$ cat src/rtl/hazard_controller.sv
// rtl/hazard_controller.sv - Pipeline hazard/stall controller with memory wait FSM (optional counters: HAZARD_PERF_CNT_EN)
module hazard_controller #(
  parameter int MEM_TIMEOUT = 16,
  parameter int CNT_W       = 32
) (
  input  logic             clk,
  input  logic             rst_n,
  input  logic [4:0]       Rs1D,
  input  logic [4:0]       Rs2D,
  input  logic [4:0]       Rs1E,
  input  logic [4:0]       Rs2E,
  input  logic [4:0]       RdE,
  input  logic [4:0]       RdM,
  input  logic [4:0]       RdW,
  input  logic             RegWriteM,
  input  logic             RegWriteW,
  input  logic [1:0]       ResultSrcE,
  input  logic             PCSrcE,
  input  logic             MemReqM,
  input  logic             MemReadyM,
  output logic [1:0]       ForwardAE,
  output logic [1:0]       ForwardBE,
  output logic             StallF,
  output logic             StallD,
  output logic             StallE,
  output logic             StallM,
  output logic             FlushD,
  output logic             FlushE,
  output logic             FlushW,
  output logic             MemErr,
  output logic [CNT_W-1:0] StallCycles,
  output logic [CNT_W-1:0] FlushEvents
);

  typedef enum logic [1:0] {RUN, MEM_WAIT, MEM_ERR} state_t;

  // Last WaitCnt value before the N-th consecutive not-ready edge
  localparam logic [7:0] WAIT_LAST = 8'(MEM_TIMEOUT - 1);

  state_t     state;
  logic [7:0] wait_cnt;
  logic       mem_err_q;
  logic       lw_stall;
  logic       mem_stall;
  logic [1:0] fwd_a;
  logic [1:0] fwd_b;

  // EX operand forwarding: M stage beats W stage, x0 never forwarded
  always_comb begin
    fwd_a = 2'b00;
    fwd_b = 2'b00;
    if (RegWriteM && RdM != 5'd0 && RdM == Rs1E)      fwd_a = 2'b10;
    else if (RegWriteW && RdW != 5'd0 && RdW == Rs1E) fwd_a = 2'b01;
    if (RegWriteM && RdM != 5'd0 && RdM == Rs2E)      fwd_b = 2'b10;
    else if (RegWriteW && RdW != 5'd0 && RdW == Rs2E) fwd_b = 2'b01;
  end

  // Hazard detection; a taken branch kills the dependent D instruction anyway
  always_comb begin
    lw_stall  = (ResultSrcE == 2'b01) && (RdE != 5'd0) &&
                ((RdE == Rs1D) || (RdE == Rs2D)) && !PCSrcE;
    mem_stall = (MemReqM && !MemReadyM) || (state == MEM_ERR);
  end

  // Pipeline controls; memory stall freezes everything, reset forces all low
  always_comb begin
    ForwardAE = rst_n ? fwd_a : 2'b00;
    ForwardBE = rst_n ? fwd_b : 2'b00;
    StallF    = rst_n && (mem_stall || lw_stall);
    StallD    = rst_n && (mem_stall || lw_stall);
    StallE    = rst_n && mem_stall;
    StallM    = rst_n && mem_stall;
    FlushW    = rst_n && mem_stall;
    FlushD    = rst_n && PCSrcE && !mem_stall;
    FlushE    = rst_n && (PCSrcE || lw_stall) && !mem_stall;
    MemErr    = rst_n && mem_err_q;
  end

  // Memory access sequencing: wait, release on ready, sticky timeout error
  always_ff @(posedge clk or negedge rst_n) begin
    if (!rst_n) begin
      state     <= RUN;
      wait_cnt  <= 8'd0;
      mem_err_q <= 1'b0;
    end else begin
      case (state)
        RUN: begin
          if (MemReqM && !MemReadyM) begin
            state    <= MEM_WAIT;
            wait_cnt <= 8'd1;
          end
        end
        MEM_WAIT: begin
          if (MemReadyM || !MemReqM) begin
            state    <= RUN;
            wait_cnt <= 8'd0;
          end else if (wait_cnt == WAIT_LAST) begin
            state     <= MEM_ERR;
            mem_err_q <= 1'b1;
          end else begin
            wait_cnt <= wait_cnt + 8'd1;
          end
        end
        MEM_ERR: begin
          mem_err_q <= 1'b1;
        end
        default: begin
          state    <= RUN;
          wait_cnt <= 8'd0;
        end
      endcase
    end
  end

`ifdef HAZARD_PERF_CNT_EN
  localparam logic [CNT_W-1:0] CNT_ONE = CNT_W'(1);

  logic [CNT_W-1:0] stall_cnt;
  logic [CNT_W-1:0] flush_cnt;

  // Saturating performance counters of stalled cycles and E-stage flushes
  always_ff @(posedge clk or negedge rst_n) begin
    if (!rst_n) begin
      stall_cnt <= '0;
      flush_cnt <= '0;
    end else begin
      if (StallF && stall_cnt != '1) stall_cnt <= stall_cnt + CNT_ONE;
      if (FlushE && flush_cnt != '1) flush_cnt <= flush_cnt + CNT_ONE;
    end
  end

  assign StallCycles = stall_cnt;
  assign FlushEvents = flush_cnt;
`else
  assign StallCycles = '0;
  assign FlushEvents = '0;
`endif

endmodule

$ cat config.mk
export PLATFORM = sky130hd
export DESIGN_NAME = hazard_controller
export DESIGN_NICKNAME = d
export VERILOG_FILES = /design/src/rtl/hazard_controller.sv
export SDC_FILE = /design/constraint.sdc
export NUM_CORES = 1
export LEC_CHECK = 0
export CAP_MARGIN = 20
export CORE_MARGIN = 2
export CORE_UTILIZATION = 37
export DETAILED_ROUTE_END_ITERATION = 6
export PLACE_DENSITY = 0.95
export REMOVE_ABC_BUFFERS = 1
export SETUP_SLACK_MARGIN = 0.2
export SLEW_MARGIN = 10
export SYNTH_ARGS = -nofsm -noshare
export SYNTH_HDL_FRONTEND = slang
export SYNTH_SLANG_ARGS = --single-unit
$ cat constraint.sdc
create_clock -name clk -period 2.4 [get_ports clk]
set_input_delay 0.24 -clock clk [delete_from_list [all_inputs] [get_ports clk]]
set_output_delay 0.24 -clock clk [all_outputs]
set_load 0.02 [all_outputs]
; Word level (Yosys, flattened, before mapping)
; Index checks and enable logic that the tools add are counted.
[totals]
output_inout_bits = 76
regBits = 11
in_bits = 44
[op_classes]
reduce_logical = 34
bitwise = 1
n_eq_ne = 15
n_mux = 17
addsub = 1
[op_table]
columns = cell, count
row1 = 5-bit equality test, 6
row2 = 8-bit 2-to-1 mux, 3
row3 = 8-bit one-hot mux with 3 select lines, 1
row4 = 1-bit logical AND, 17
row5 = 5-bit nonzero test, 3
row6 = 2-bit 2-to-1 mux, 7
row7 = 3-bit AND reduction, 3
row8 = 8-bit by 1-bit adder with 8-bit output (second input constant), 1
row9 = 8-bit by 4-bit equality test with 1-bit output (second input constant), 1
row10 = 2-bit != test (second input constant), 3
row11 = 3-bit != test (second input constant), 2
row12 = 2-bit one-hot mux with 3 select lines, 1
row13 = 1-bit logical OR, 5
row14 = 2-bit by 1-bit equality test with 1-bit output (second input constant), 2
row15 = 1-bit zero test, 4
row16 = 1-bit 2-to-1 mux, 4
row17 = 2-bit equality test (second input constant), 1
row18 = 2-bit zero test, 1
row19 = 1-bit one-hot mux with 2 select lines, 1
row20 = 2-bit nonzero test, 1
row21 = 1-bit inverter, 1

; Longest topological paths before layout
; Gate-level depths: netlist (run 1).
[logic_depth]
word_depth = 7
mapped_depth = 6
mapped_depth_nobuf = 6

; Least setup slack after synthesis (run 1)
; Ideal clock, no wire load.
[synth_timing]
path_kind = in2out
from = input port RdM[1]
to = output port ForwardAE[0]
required_time_ps = 2160
arrival_ps = 1709
path_slack_ps = 451
path_stages = 4
path_cell_list = or4_1 -> o21ai_1 -> nor4_1 -> nor4_1
[synth_via]
elab_chain_len = 5
elab_cells_between_ends = 6
classes_between = 1 x eq/ne / 2 x mux / 3 x reduce/logical
[synth_lines]
columns = element, line_no
row1 = start: declaration, 13  ; input logic [4:0] RdM,
row2 = 5-bit nonzero test, 52  ; if (RegWriteM && RdM != 5'd0 && RdM == Rs1E) fwd_a = 2'b10;
row3 = 1-bit logical AND, 52
row4 = 1-bit logical AND (*), 52
row5 = 2-bit 2-to-1 mux (*), 52
row6 = 2-bit 2-to-1 mux (*), 67  ; ForwardAE = rst_n ? fwd_a : 2'b00;
row7 = end: declaration, 21  ; output logic [1:0] ForwardAE,
; Mark *: on every way between the ends. The rest lies on a longest branch, timed or not.

; Final worst setup path (run 1)
[layout_timing]
from = input port RdE[0]
to = output port StallD
[layout_via]
elab_chain_len = 6
elab_cells_between_ends = 9
classes_between = 2 x eq/ne / 7 x reduce/logical
[layout_lines]
columns = element, line_no
row1 = start: declaration, 12  ; input logic [4:0] RdE,
row2 = 5-bit equality test or 5-bit nonzero test (tied branches), "61, 60"
row3 = 1-bit logical OR or 1-bit logical AND (tied branches), "61, 60"
row4 = 1-bit logical AND (*), 60  ; lw_stall = (ResultSrcE == 2'b01) && (RdE != 5'd0) &&
row5 = 1-bit logical AND (*), 61  ; ((RdE == Rs1D) || (RdE == Rs2D)) && !PCSrcE;
row6 = 1-bit logical OR (*), 70  ; StallD = rst_n && (mem_stall || lw_stall);
row7 = 1-bit logical AND (*), 70
row8 = end: declaration, 24  ; output logic StallD,
; Marked as above.

==> run_results.csv, run 1 <==
group,metric,value,unit
status,status,"finished clean",
final_layout,areaGrowthSynthToFinish,32.99,%
sta,rsz0062_at_grt,"true",
sta,slew_viol_final,0,
global_routing,grt_pass1_vias,1347,
global_routing,antenna_found_initial,0,
routing,routedWlPerCell,12.01,um
place,placedCellCount,312,
floorplanning,rows,23,
final_layout,seq_area,275.3,um2
final_layout,final_cells,316,
global_routing,grt-ovfl-total,0,
synth,synthCells,199,
floorplanning,start_util,39.16,%
setup_path,setup.worst_path.start_class,"input pin",
floorplanning,coreArea,0.004086,mm2
final_layout,drive_above_1_share,12.03,%
place,gp_congestion,0.9353,
synth,synth_area_leader_cell,"buf_4",
synth,async_flop_share,100.0,%
synth,synth.yosys.warnings,0,
setup_path,cp_slowest_cell,"clkdlybuf4s50_1",
sta,hold_violations,0,
synth,avgSynthCellArea,8.042,um2
flow_run,cap_violations,0,
cts,clockRootBuffer,"clkbuf_8",
routing,drtPass1Iterations,4,
synth,synthTopCellsByCount,"67 x buf_4, 24 x xor2_1, 13 x o21ai_0",
place,place_ws,-277.2,ps
global_routing,grt_first_pass_wirelength,6.030,mm
cts,clockBufferDepth,2,
routing,vias_per_cell,4.563,
synth,yosysMostFrequentCell,"buf_4",
final_layout,antenna_cells,0,
min_path,hold_path_class,"flop to flop",
place,io_buffers,55,
power,power.density,400.6,mW/mm2
synth,synth_top_area_share,31.43,%
setup_path,critPathLaunch,"RdE[0]",
cts,cts.sinks,11,
final_layout,nets,315,
routing,drt-initial-drc-count,30,
global_routing,grt_max_degree,17,
synth,synth_edf_count,0,
floorplanning,die_h,69.77,um
setup_path,worstPathArrival,1900,ps
power,peakVddDrop,0.2427,mV
setup_path,crit_fanout,3,
synth,syn-cell-area,0.001600,mm2
power,p_leak,1.068,nW
floorplanning,die_area,0.004867,mm2
sta,skew,2.394,ps
cts,cts_max_level,1,
final_layout,multiInputGateArea,0.001077,mm2
place,dpl.hpwl,3.181,mm
setup_path,r2r_start,"wait_cnt[0]$_DFFE_PN0P_",
min_path,hold_start,"mem_err_q$_DFFE_PN0P_",
setup_path,slowest_delay,470,ps
final_layout,fill_cells,384,
setup_path,path_cells,"clkdlybuf4s50_1 -> xor2_1 -> nor3_1 -> a22oi_1 -> o31ai_1 -> dlygate4sd1_1",
synth,ys_top_cells_by_area,"buf_4 31%, dfrtp_1 17%, xor2_1 13%, o21ai_0 4.1%, xnor2_1 3.3%",
synth,yosys_register_bits,11,
routing,drc,0,
sta,fin_ws,261.0,ps
cts,path_clk_slew,50,ps
routing,via_count,1442,
routing,final_antenna_net_count,0,
cts,tritoncts,"built",
setup_path,worstSetupPathType,"input pin to output pin",
floorplanning,die_w,69.77,um
sta,final.min_clock_period,2139,ps
setup_path,required,2160,ps
synth,ys_seq_area_share,17.20,%
floorplanning,io_pins,120,
routing,drt_wl_total,3.795,mm
final_layout,utilization,52.08,%
synth,yosys_most_used_dff,"dfrtp_1",
sta,setup_violations,0,
sta,final.setup.tns,0,ps
cts,cts_buffers,3,
synth,synth_cell_types,35,
setup_path,end_kind,"output pin",
sta,finalCritPeriodShare,89.13,%
sta,clock.fmax,467.5,MHz
cts,clock_latency,240,ps
global_routing,grt_usage,15.11,%
==> where the power goes <==
part	internal, mW	total [mW]	switching (mW)
registers	0.206	0.224	0.0179
logic	0.181	0.441	0.259
clock network	0.117	0.188	0.0710
total	0.504	0.853	0.348
==> cells by family (layout without fill, tap and decap cells) <==
kind of cell | Yosys count | count (layout) | share of synthesized area (%)
buf+inv | 74 | 78 | 33.23
xor+xnor | 30 | 30 | 16.42
flops | 11 | 11 | 17.20
mux | 3 | 3 | 1.955
fa+ha+maj | 4 | 4 | 3.128
simple gates | 42 | 42 | 14.78
other cells | 1 | 64 | 0.2343
compound gates | 34 | 34 | 13.06
==> path summary, 6_finish.rpt <==
check | end | slack, ps | depth (start not counted)
max | StallD | 260 | 6
min | mem_err_q$_DFFE_PN0P_ | 450 | 1
max reg2reg | wait_cnt[3]$_DFFE_PN0P_ | 570 | 5
min reg2reg | mem_err_q$_DFFE_PN0P_ | 450 | 1
max in group asynchronous | wait_cnt[1]$_DFFE_PN0P_ | 1780 | 3
min in group asynchronous | mem_err_q$_DFFE_PN0P_ | 480 | 3
==> critical path: cells and delay by family <==
kind | cells | cell delay [ps]
AO/OA/AOI/OAI | 2 | 440
XOR/XNOR | 1 | 190
buffers and inverters | 2 | 830
AND/OR/NAND/NOR | 1 | 190
==> routing by layer <==
layer	share of wire [%]	global-route usage, %	up-vias
li1	-	-	690
met1	36	15.82	662
met2	54	29.10	78
met3	7.9	3.634	12
met4	2.2	4.915	0
met5	0	0	-
==> cell type report <==
| class | count | share of cell area [%] |
|---|---|---|
| clock buffers | 4 | 2.116 |
| inverters | 4 | 0.7055 |
| multi-input cells | 177 | 50.62 |
| well taps | 50 | 2.939 |
| flip-flops and latches | 11 | 12.93 |
| repair buffers | 70 | 30.69 |
==> stage by stage <==
step / hold WS (ps) / power, mW / cell area, um2
after global placement: 435.8 / 0.6454 / 2046
after global routing: 486.2 / 0.9083 / 2128
after detailed placement: 448.2 / 0.6596 / 2046
after floorplan: -55.59 / 0.4905 / 1320
after CTS: 461.5 / 0.8452 / 2078
final: 454.9 / 0.8527 / 2128
==> state kept, by name, indices dropped and copies added (netlist names) <==
register,flops
mem_err_q,1
state,2
wait_cnt,8
==> placed cells by master, fill, tap and decap left out, drive strengths merged, types with 3 or more instances in the layout <==
cell type	count
conb	64
clkdlybuf4s50	39
xor2	24
buf	17
o21ai	15
dfrtp	11
nor2	8
clkbuf	7
xnor2	6
dlymetal6s2s	6
or4	6
and2	5
nor4	5
inv	4
nand3	4
nand2	4
a21oi	4
a31oi	4
ha	4
a21o	3
dlygate4sd2	3
==> repair_timing <==
| action | 4_1_cts | 5_1_grt |
|---|---|---|
| setup endpoints to repair | 10 | 9 |
| hold buffers | 0 | 0 |
| setup buffers | 0 | 0 |
| pin swaps | 0 | 7 |
| hold endpoints to repair | 0 | 0 |
| resized for setup | 16 | 31 |
No activity file was read; power rests on OpenSTA's default activity.
==> run 2, diff against run 1 <==
- MAX_ROUTING_LAYER: default -> met4
- TNS_END_PERCENT: default -> 5
==> run 2 against run 1 <==
Effect of this change: via count fell by 1.4%; sequential power hardly changed; register-to-register slack lost 70 ps; first-iteration DRC count grew 120%; design area grew 0.29%; flip-flop and latch count unchanged; worst hold slack better by 8.6 ps; worst setup slack lost 110 ps; non-clock buffer count rose by 1; critical path type unchanged.
==> run_results.csv, run 2 (same netlist as run 1, synthesis figures left out) <==
group,metric,value,unit
status,status,"finished clean",
power,power.density,409.0,mW/mm2
global_routing,grt-ovfl-total,0,
sta,slew_viol_final,0,
cts,cts.sinks,11,
routing,vias_per_cell,4.486,
global_routing,grt_usage,15.11,%
setup_path,reg2reg_slack,500,ps
final_layout,reg_top3,"wait_cnt (8), state (2), mem_err_q (1)",
cts,cts_buffers,3,
setup_path,setup.worst_path.start_class,"input pin",
routing,final_antenna_net_count,0,
floorplanning,start_util,39.16,%
final_layout,stdcell_area,0.002135,mm2
sta,final.min_clock_period,2246,ps
final_layout,regMostFlops,"wait_cnt",
cts,cts_setup_buffers,0,
min_path,holdPathEnd,"mem_err_q$_DFFE_PN0P_",
place,dpl.hpwl,3.208,mm
routing,via_count,1422,
setup_path,r2r_start,"state[1]$_DFFE_PN0P_",
final_layout,utilization,52.24,%
cts,path_clk_slew,60,ps
final_layout,largest_reg_flops,8,
cts,clockBufferDepth,2,
setup_path,worstPathArrival,2010,ps
final_layout,final_cell_mix,"64 x conb_1, 44 x clkdlybuf4s50_1, 24 x xor2_1, 17 x buf_4, 12 x o21ai_0",
floorplanning,coreArea,0.004086,mm2
routing,drt_wl_total,3.911,mm
min_path,hold_path_class,"flop to flop",
cts,clock_latency,260,ps
setup_path,end_kind,"output pin",
floorplanning,die_area,0.004867,mm2
setup_path,crit_fanout,2,
cts,tritoncts,"built",
sta,finalCritPeriodShare,93.60,%
sta,rsz0062_at_grt,"true",
floorplanning,rows,23,
final_layout,antenna_cells,0,
final_layout,layout_commonest_cell,"conb_1",
place,placed_area,0.002053,mm2
routing,drt-initial-drc-count,66,
global_routing,grt_max_degree,17,
setup_path,slowest_delay,550,ps
flow_run,cap_violations,0,
cts,clockRootBuffer,"clkbuf_8",
global_routing,grt_first_pass_wirelength,5.796,mm
global_routing,grt_pass1_vias,1319,
routing,drc,0,
final_layout,nets,316,
power,p_leak,1.020,nW
floorplanning,io_pins,120,
setup_path,cp_slowest_cell,"or4_1",
setup_path,r2r-end,"wait_cnt[3]$_DFFE_PN0P_",
final_layout,areaGrowthSynthToFinish,33.39,%
setup_path,worstSetupPathType,"input pin to output pin",
min_path,hold_start,"mem_err_q$_DFFE_PN0P_",
final_layout,final_cells,317,
cts,cts_max_level,1,
setup_path,r2r_cells,6,
power,peakVddDrop,0.2595,mV
sta,holdWs,463.5,ps
sta,skew,4.729,ps
place,gp_congestion,0.8863,
floorplanning,die_w,69.77,um
place,placedCellCount,313,
sta,clock.fmax,445.2,MHz
sta,setup_violations,0,
floorplanning,die_h,69.77,um
final_layout,fill_cells,375,
setup_path,path_cells,"clkdlybuf4s50_1 -> or4_1 -> o21ai_2 -> nor4_4 -> and2_1 -> clkdlybuf4s15_1",
setup_path,required,2160,ps
routing,routedWlPerCell,12.34,um
sta,hold_violations,0,
final_layout,drive_above_1_share,11.24,%
routing,drtPass1Iterations,4,
place,io_buffers,55,
min_path,hold_depth,1,
global_routing,antenna_found_initial,0,
sta,final.setup.tns,0,ps
## run 2: layout make-up
class / count / area, um2 / share of cell area [%]
multi-input combinational: 177 / 1084 / 50.76
timing repair buffer: 71 / 653.1 / 30.60
tap: 50 / 62.56 / 2.931
inverter: 4 / 15.01 / 0.7034
clock buffer: 4 / 45.04 / 2.110
sequential: 11 / 275.3 / 12.90
## run 2: repair_timing
action	4_1_cts	5_1_grt
gates resized for setup	19	14
endpoints found under the hold margin	0	0
pin swaps	0	4
endpoints found under the setup margin	10	9
cloned	0	0
hold buffers	0	0
## run 2: worst max path at each step
stage | startpoint | end | slack [ps] | depth (start not counted)
after global placement | RdM[1] | ForwardBE[0] | -220 | 6
final | RdM[1] | ForwardAE[1] | 150 | 6
after floorplan | RdM[1] | ForwardAE[0] | 450 | 4
after detailed placement | RdM[1] | ForwardAE[0] | -240 | 6
after global routing | RdW[1] | ForwardBE[0] | 70 | 6
after CTS | RdM[1] | ForwardAE[0] | 210 | 6
## run 2: routing by layer
metal / global-route usage, % / vias to the layer above / wire length, um
li1: - / 690 / -
met2: 26.98 / 79 / 2043
met3: 2.907 / 12 / 280
met4: 7.051 / 0 / 121
met5: - / - / 0
met1: 15.93 / 641 / 1465
## run 2: power by group
part           total (mW)  switching (mW)  leakage (nW)  internal (mW)
clock               0.203          0.0856        0.0228          0.118
sequential          0.224          0.0183         0.145          0.206
combinational       0.445           0.261         0.853          0.184
total               0.873           0.365          1.02          0.508
## run 2: stage by stage
step	setup WS (ps)	power, mW
after global routing	73.18	0.9284
final	153.6	0.8731
after floorplan	450.9	0.4905
after detailed placement	-241.8	0.6608
after global placement	-222.6	0.6465
after CTS	214.0	0.8565
## run 2: worst max-delay path: cells and delay by family
family / cells / cell delay, ps
and+or+nand+nor: 3 / 810
buffers and inverters: 2 / 690
AOI/OAI and AO/OA: 1 / 270
